===== config.mk =====
export PLATFORM = sky130hd
export DESIGN_NAME = dot_product_engine
export DESIGN_NICKNAME = d
export VERILOG_FILES = /design/src/rtl/dot_product_engine_pkg.sv /design/src/rtl/dot_product_engine_mac_stage.sv /design/src/rtl/dot_product_engine.sv
export SDC_FILE = /design/constraint.sdc
export NUM_CORES = 1
export LEC_CHECK = 0
export BUFFER_PORTS_ARGS = -buffer_cell sky130_fd_sc_hd__buf_2
export CORE_UTILIZATION = 62
export DETAILED_ROUTE_END_ITERATION = 16
export GPL_ROUTABILITY_DRIVEN = 0
export PLACE_DENSITY_LB_ADDON = 0.1
export SETUP_SLACK_MARGIN = 0.02
export SLEW_MARGIN = 25
export SYNTH_ARGS = -nofsm -noshare
export SYNTH_HDL_FRONTEND = slang
export SYNTH_SLANG_ARGS = --single-unit

===== constraint.sdc =====
create_clock -name clk -period 4.61 [get_ports clk]
set_input_delay 0.461 -clock clk [delete_from_list [all_inputs] [get_ports clk]]
set_output_delay 0.461 -clock clk [all_outputs]
set_load 0.05 [all_outputs]

===== src/rtl/dot_product_engine_pkg.sv =====
// Shared definitions for the dot-product engine: FSM states and a width helper.
package dot_product_engine_pkg;

   typedef enum logic [1:0] {
      IDLE  = 2'd0,
      ACCUM = 2'd1,
      DRAIN = 2'd2,
      DONE  = 2'd3
   } state_t;

   // Bits needed to hold values 0..value-1.
   function automatic int unsigned clog2(input int unsigned value);
      int unsigned width;
      width = 0;
      while ((32'd1 << width) < value) width++;
      return width;
   endfunction

endpackage


===== src/rtl/dot_product_engine_mac_stage.sv =====
// Registered multiplier followed by an accumulator with wrap/saturate and sticky overflow.
module mac_stage #(
   parameter int DATA_W   = 4,
   parameter int ACC_W    = 12,
   parameter int SIGNED   = 0,
   parameter int SATURATE = 0
) (
   input  logic              clk,
   input  logic              rst,
   input  logic              clear,
   input  logic              load,
   input  logic [DATA_W-1:0] a,
   input  logic [DATA_W-1:0] b,
   output logic [ACC_W-1:0]  acc,
   output logic              ovf
);

   localparam int PROD_W = 2 * DATA_W;

   logic              a_ext, b_ext, p_ext, acc_ext;
   logic [PROD_W-1:0] product, prod;
   logic              prod_vld;
   logic [ACC_W:0]    sum;
   logic              sum_ovf;
   logic [ACC_W-1:0]  acc_n;

   assign a_ext   = (SIGNED != 0) & a[DATA_W-1];
   assign b_ext   = (SIGNED != 0) & b[DATA_W-1];
   assign p_ext   = (SIGNED != 0) & prod[PROD_W-1];
   assign acc_ext = (SIGNED != 0) & acc[ACC_W-1];

   // Operands extended to full product width so the low half is the exact product either way.
   assign product = {{DATA_W{a_ext}}, a} * {{DATA_W{b_ext}}, b};
   assign sum     = {acc_ext, acc} + {{(ACC_W + 1 - PROD_W){p_ext}}, prod};

   always_comb begin
      sum_ovf = (SIGNED != 0) ? (sum[ACC_W] != sum[ACC_W-1]) : sum[ACC_W];
      acc_n   = sum[ACC_W-1:0];
      if (sum_ovf && (SATURATE != 0)) begin
         if (SIGNED != 0)
            acc_n = sum[ACC_W] ? {1'b1, {(ACC_W-1){1'b0}}} : {1'b0, {(ACC_W-1){1'b1}}};
         else
            acc_n = '1;
      end
   end

   always_ff @(posedge clk) begin
      if (!rst || clear) begin
         prod_vld <= 1'b0;
         prod     <= '0;
         acc      <= '0;
         ovf      <= 1'b0;
      end else begin
         prod_vld <= load;
         if (load) prod <= product;
         if (prod_vld) begin
            acc <= acc_n;
            ovf <= ovf | sum_ovf;
         end
      end
   end

endmodule


===== src/rtl/dot_product_engine.sv =====
// Dot-product engine: start/done handshake, fixed-length term count, result/overflow registers.
module dot_product_engine
   import dot_product_engine_pkg::*;
#(
   parameter int DATA_W   = 4,
   parameter int ACC_W    = 12,
   parameter int VEC_LEN  = 8,
   parameter int SIGNED   = 0,
   parameter int SATURATE = 0
) (
   input  logic              clk,
   input  logic              rst,
   input  logic              start,
   input  logic              enable,
   input  logic [DATA_W-1:0] ram_out,
   input  logic [DATA_W-1:0] rom_out,
   output logic              busy,
   output logic              done,
   output logic [ACC_W-1:0]  result,
   output logic              overflow
);

   localparam int unsigned    CNT_W    = clog2(VEC_LEN + 1);
   localparam logic [CNT_W-1:0] LAST_IDX = CNT_W'(VEC_LEN - 1);

   state_t           state, state_n;
   logic             clear, accept, finish, capture;
   logic [CNT_W-1:0] count;
   logic [ACC_W-1:0] acc;
   logic             acc_ovf;

   always_ff @(posedge clk) begin
      if (!rst) state <= IDLE;
      else      state <= state_n;
   end

   always_comb begin
      state_n = state;
      clear   = 1'b0;
      accept  = 1'b0;
      finish  = 1'b0;
      case (state)
         IDLE, DONE: begin
            if (start) begin
               state_n = ACCUM;
               clear   = 1'b1;
            end
         end
         ACCUM: begin
            if (start) begin
               clear = 1'b1;
            end else if (enable) begin
               accept = 1'b1;
               if (count == LAST_IDX) state_n = DRAIN;
            end
         end
         DRAIN: begin
            if (start) begin
               state_n = ACCUM;
               clear   = 1'b1;
            end else begin
               state_n = DONE;
               finish  = 1'b1;
            end
         end
         default: state_n = IDLE;
      endcase
   end

   // Capture lags DRAIN by one edge so the final product has landed in acc.
   always_ff @(posedge clk) begin
      if (!rst) begin
         count    <= '0;
         capture  <= 1'b0;
         busy     <= 1'b0;
         done     <= 1'b0;
         result   <= '0;
         overflow <= 1'b0;
      end else begin
         capture <= finish;
         done    <= capture;
         if (capture) begin
            result   <= acc;
            overflow <= acc_ovf;
         end
         if (clear)       count <= '0;
         else if (accept) count <= count + 1'b1;
         if (clear)        busy <= 1'b1;
         else if (capture) busy <= 1'b0;
      end
   end

   mac_stage #(
      .DATA_W  (DATA_W),
      .ACC_W   (ACC_W),
      .SIGNED  (SIGNED),
      .SATURATE(SATURATE)
   ) u_mac (
      .clk  (clk),
      .rst  (rst),
      .clear(clear),
      .load (accept),
      .a    (ram_out),
      .b    (rom_out),
      .acc  (acc),
      .ovf  (acc_ovf)
   );

endmodule


[Word level (Yosys, flattened, before mapping)]
Index checks and enable logic that the tools add are counted.
Storage, ports and cells
  flip-flop bits (word level): 44
  input port bits: 12
  output and inout port bits: 15
Cells by class
  add/sub/neg operators: 2
  multiply operators: 1
  equality and inequality tests: 8
  muxes and demuxes: 14
  bitwise logic cells: 2
  reduce and logical (&&, ||, !) cells: 9
Operators by type and width (count)
  adder 12 x 8 -> 13 bit: 1
  two-way mux 2 bit: 5
  multiplier 4 x 4 -> 8 bit: 1
  two-way mux 1 bit: 8
  != test 2 bit (second input constant): 4
  case mux 2 bit (3 select lines): 1
  adder 4 x 1 -> 4 bit (second input constant): 1
  equality test 2 bit (second input constant): 2
  equality test 4 x 3 -> 1 bit (second input constant): 1
  AND reduction 4 bit: 1
  OR reduction 2 bit: 2
  OR reduction 4 bit: 1
  equality test 2 x 1 -> 1 bit (second input constant): 1
  logical NOT 2 bit: 1
  AND reduction 2 bit: 1
  nonzero test 2 bit: 1
  logical NOT 1 bit: 1
  logical OR 1 bit: 1
  NOT 1 bit: 1
  OR 1 bit: 1

[Longest topological paths before layout]
  depth after elaboration: 5
  gate-level depth with buffers: 10
  depth with buffers taken out: 10

[Cells and area by module]
A second synthesis with hierarchy kept.
Second synthesis, totals
  cells, all modules: 293
  area total of the unflattened synthesis: 2698.8 um2
Modules (own cells, without submodules)
  mac_stage: instances 1, cells each 205, area an instance 1798.0 um2
  dot_product_engine: instances 1, cells each 88, area an instance 900.9 um2

[Worst setup path before layout]
Ideal clock, no wire load.
  kind: in2reg
  from: input port rom_out[3]
  to: register u_mac.prod[6]
  setup time: 0.117 ns
  arrival time: 2.624 ns
  required time: 4.493 ns
  path slack: 1.870 ns
  stages on the path: 10
  buffers on the path: 0
  path through: nand2_1 fa_1 inv_1 fa_1 fa_1 nand2_1 nand2_1 a21oi_1 xnor2_1 a22o_1
Between the ends
  longest elaborated chain between the ends: 1
RTL lines
  from (decl): RTL line dot_product_engine.sv:16  | input logic [DATA_W-1:0] rom_out,
  multiplier 4 x 4 -> 8 bit: RTL line dot_product_engine_mac_stage.sv:33  | assign product = {{DATA_W{a_ext}}, a} * {{DATA_W{b_ext}}, b};
  to (signal assigned): RTL line dot_product_engine_mac_stage.sv:55  | if (load) prod <= product;
  to (decl): RTL line dot_product_engine_mac_stage.sv:21  | logic [PROD_W-1:0] product, prod;
No other way between the ends.
A chain may end at the register's enable or synchronous reset.

[Worst setup path after layout]
  from: input port ram_out[0]
  to: register u_mac.prod[6]
Between the ends
  longest elaborated chain between the ends: 1
RTL lines
  from (decl): RTL line dot_product_engine.sv:15  | input logic [DATA_W-1:0] ram_out,
  multiplier 4 x 4 -> 8 bit: RTL line dot_product_engine_mac_stage.sv:33
No other way between the ends.

==> impl_metrics.ini <==
[worst_setup_path]
crit_required_ns = 4.81
cp-start-kind = input pin
end_kind = flip-flop
cp_max_fo = 4
reg2reg_slack_ns = 2.51
crit_type = in2reg
crit_arrival_ns = 2.84

[pwr]
vdd_drop_max_mv = 0.306
power_density_nw_per_um2 = 317
power.total_w = 0.000843
leakage_nw = 1.16

[routing]
drtIter0Drc = 91
firstDrtPassIters = 10
vias = 1849
ant_nets = 0
drc = 1
wl_per_cell_um = 13.5
drt-total-wl_um = 4550
avgViaCountPerCell = 5.50

[logic_synthesis]
syn_area_um2 = 2380
yosysTopAreaCell = dfxtp_1
ys_types = 36
async_flop_share_pct = 0
ys.flop_type = dfxtp_1
synth-seq-cells = 44
synth_edf_count = 0
synth_fp_nets = 301
synth_top_area_share_pct = 37.1
avgSynthCellArea_um2 = 9.14
yosysWarningCount = 0
synth_area_leaders = dfxtp_1, ha_1, mux2i_1
synthCells = 260
ys_seq_area_share_pct = 37.1

[clock_tree]
clockRootBuffer = clkbuf_8
clock_path_buffers = 2
cts_setup_buffers = 0
path_clk_slew_ns = 0.08
cts_resized = 0
numCtsBuffers = 5
htreeDepth = 2
cts_tree = built
clock_latency_ns = 0.30
ctsHoldBuffers = 0
clock-sinks = 44

[placement]
hpwl_um = 3330
port_buffers = 26

[global_route]
grt_pass1_vias = 1817
grt_overflow = 0
grt_antenna_before_repair = 0
grt_pass1_wl_um = 8050
grt_max_degree = 19
grt_usage_pct = 25.3

[sta]
finalSetupViolCount = 0
rsz0062_at_grt = no
hold_slack_ns = 0.448
fmax_mhz = 379
slew_headroom_pct = 48.9
final.setup.tns_ns = 0
min_period_ns = 2.64
hold_viol = 0
drv_slew = 0
fin_skew_ns = 0.00510
worstMarginPinSlew_ns = 0.765
fin_crit_sh_pct = 57.3

[finish]
antenna_cells = 0
final_common_cell = dfxtp_1
layout_common_cells = dfxtp_1, nor2_1, buf_2
drive_gt1_share_pct = 13.5
nets = 328
area_growth_pct = 12.0

[floorplanning]
coreArea_um2 = 3660
die_w_um = 63.9
start_util_pct = 64.9
die_h_um = 63.9
die_area_um2 = 4090
rows = 22
ios = 27

[status]
status = complete, but fails checks
violations = design-rule violations

[run]
max-cap-violations = 0

[min_path]
hp-class = in2reg
## worst max-delay path, stage by stage
cell and delay, ns:
buf_2 0.10, nand2_1 0.08, fa_1 0.54, inv_1 0.06
fa_1 0.52, fa_1 0.48, nand2_1 0.07, nand2_1 0.05
a21oi_1 0.17, xnor2_1 0.08, a22o_1 0.22
## metal layers
layer	up-vias	wire, µm	GRT usage [%]
met3	11	173	5.54
li1	944	-	-
met5	-	0	0
met2	32	2280	45.1
met1	862	1990	29.0
met4	0	102	10.5
## synth_stat cells (all sizes together), types with 3 or more instances
cell type	number
o21ai	12
mux2i	15
inv	13
xnor2	4
a211oi	3
dfxtp	44
a21oi	19
buf	3
nand3b	5
fa	5
o211ai	5
nand2	22
and2	13
nand2b	3
nor2	34
ha	24
xor2	13
clkbuf	3
## flip-flops by register name, summed over array words and instances, names as in the netlist
| signal | count |
|---|---|
| busy | 1 |
| overflow | 1 |
| u_mac.prod | 8 |
| done | 1 |
| result | 12 |
| u_mac.ovf | 1 |
| count | 4 |
| state | 2 |
| capture | 1 |
| u_mac.acc | 12 |
| u_mac.prod_vld | 1 |
## logic make-up (layout without fill, tap and decap cells)
family	Yosys count	count (layout)	synth area share, %
and+or+nand+nor	86	86	17.5
AOI/OAI and AO/OA	50	50	12.9
DFF	44	44	37.1
adders and majority gates	29	29	16.8
buffers and inverters	19	47	3.16
xor gates and xnor gates	17	17	6.26
muxes	15	15	6.32
## through the flow
step / util (%) / area, µm² / setup slack (ns) / std cells
floorplan: - / 2380 / 1.87 / 260
global placement: 69.4 / 2540 / 1.70 / 328
detailed placement: 69.4 / 2540 / 1.65 / 328
CTS: 72.7 / 2660 / 1.96 / 336
global route: 72.7 / 2660 / 1.82 / 336
finish: 72.7 / 2660 / 1.97 / 336
## final cells by class
class                           count  area (µm²)
Multi-Input combinational cell    197        1420
Fill cell                         275         998
Sequential cell                    44         881
Clock inverter                      2        38.8
Inverter                           13        48.8
Clock buffer                        6        82.6
Tap cell                           48        60.1
Timing Repair Buffer               26         130
## path summary, 6_finish.rpt
check | end | start | depth (start not counted)
worst max register to register | u_mac.acc[10]$_SDFFE_PP0P_ | u_mac.acc[0]$_SDFFE_PP0P_ | 8
worst min register to register | u_mac.prod[3]$_SDFFE_PP0P_ | u_mac.prod[3]$_SDFFE_PP0P_ | 2
worst max-delay path | u_mac.prod[6]$_SDFFE_PP0P_ | ram_out[0] | 11
worst min-delay path | capture$_SDFF_PN0_ | rst | 2
## power by group
part | leakage, nW | internal [W] | total [W] | switching (W)
clock | 0.0614 | 0.000177 | 0.000310 | 0.000133
sequential | 0.355 | 0.000390 | 0.000402 | 0.0000113
combinational | 0.743 | 0.0000530 | 0.000131 | 0.0000783
total | 1.16 | 0.000620 | 0.000843 | 0.000223
(Power assumes the default switching activity.)
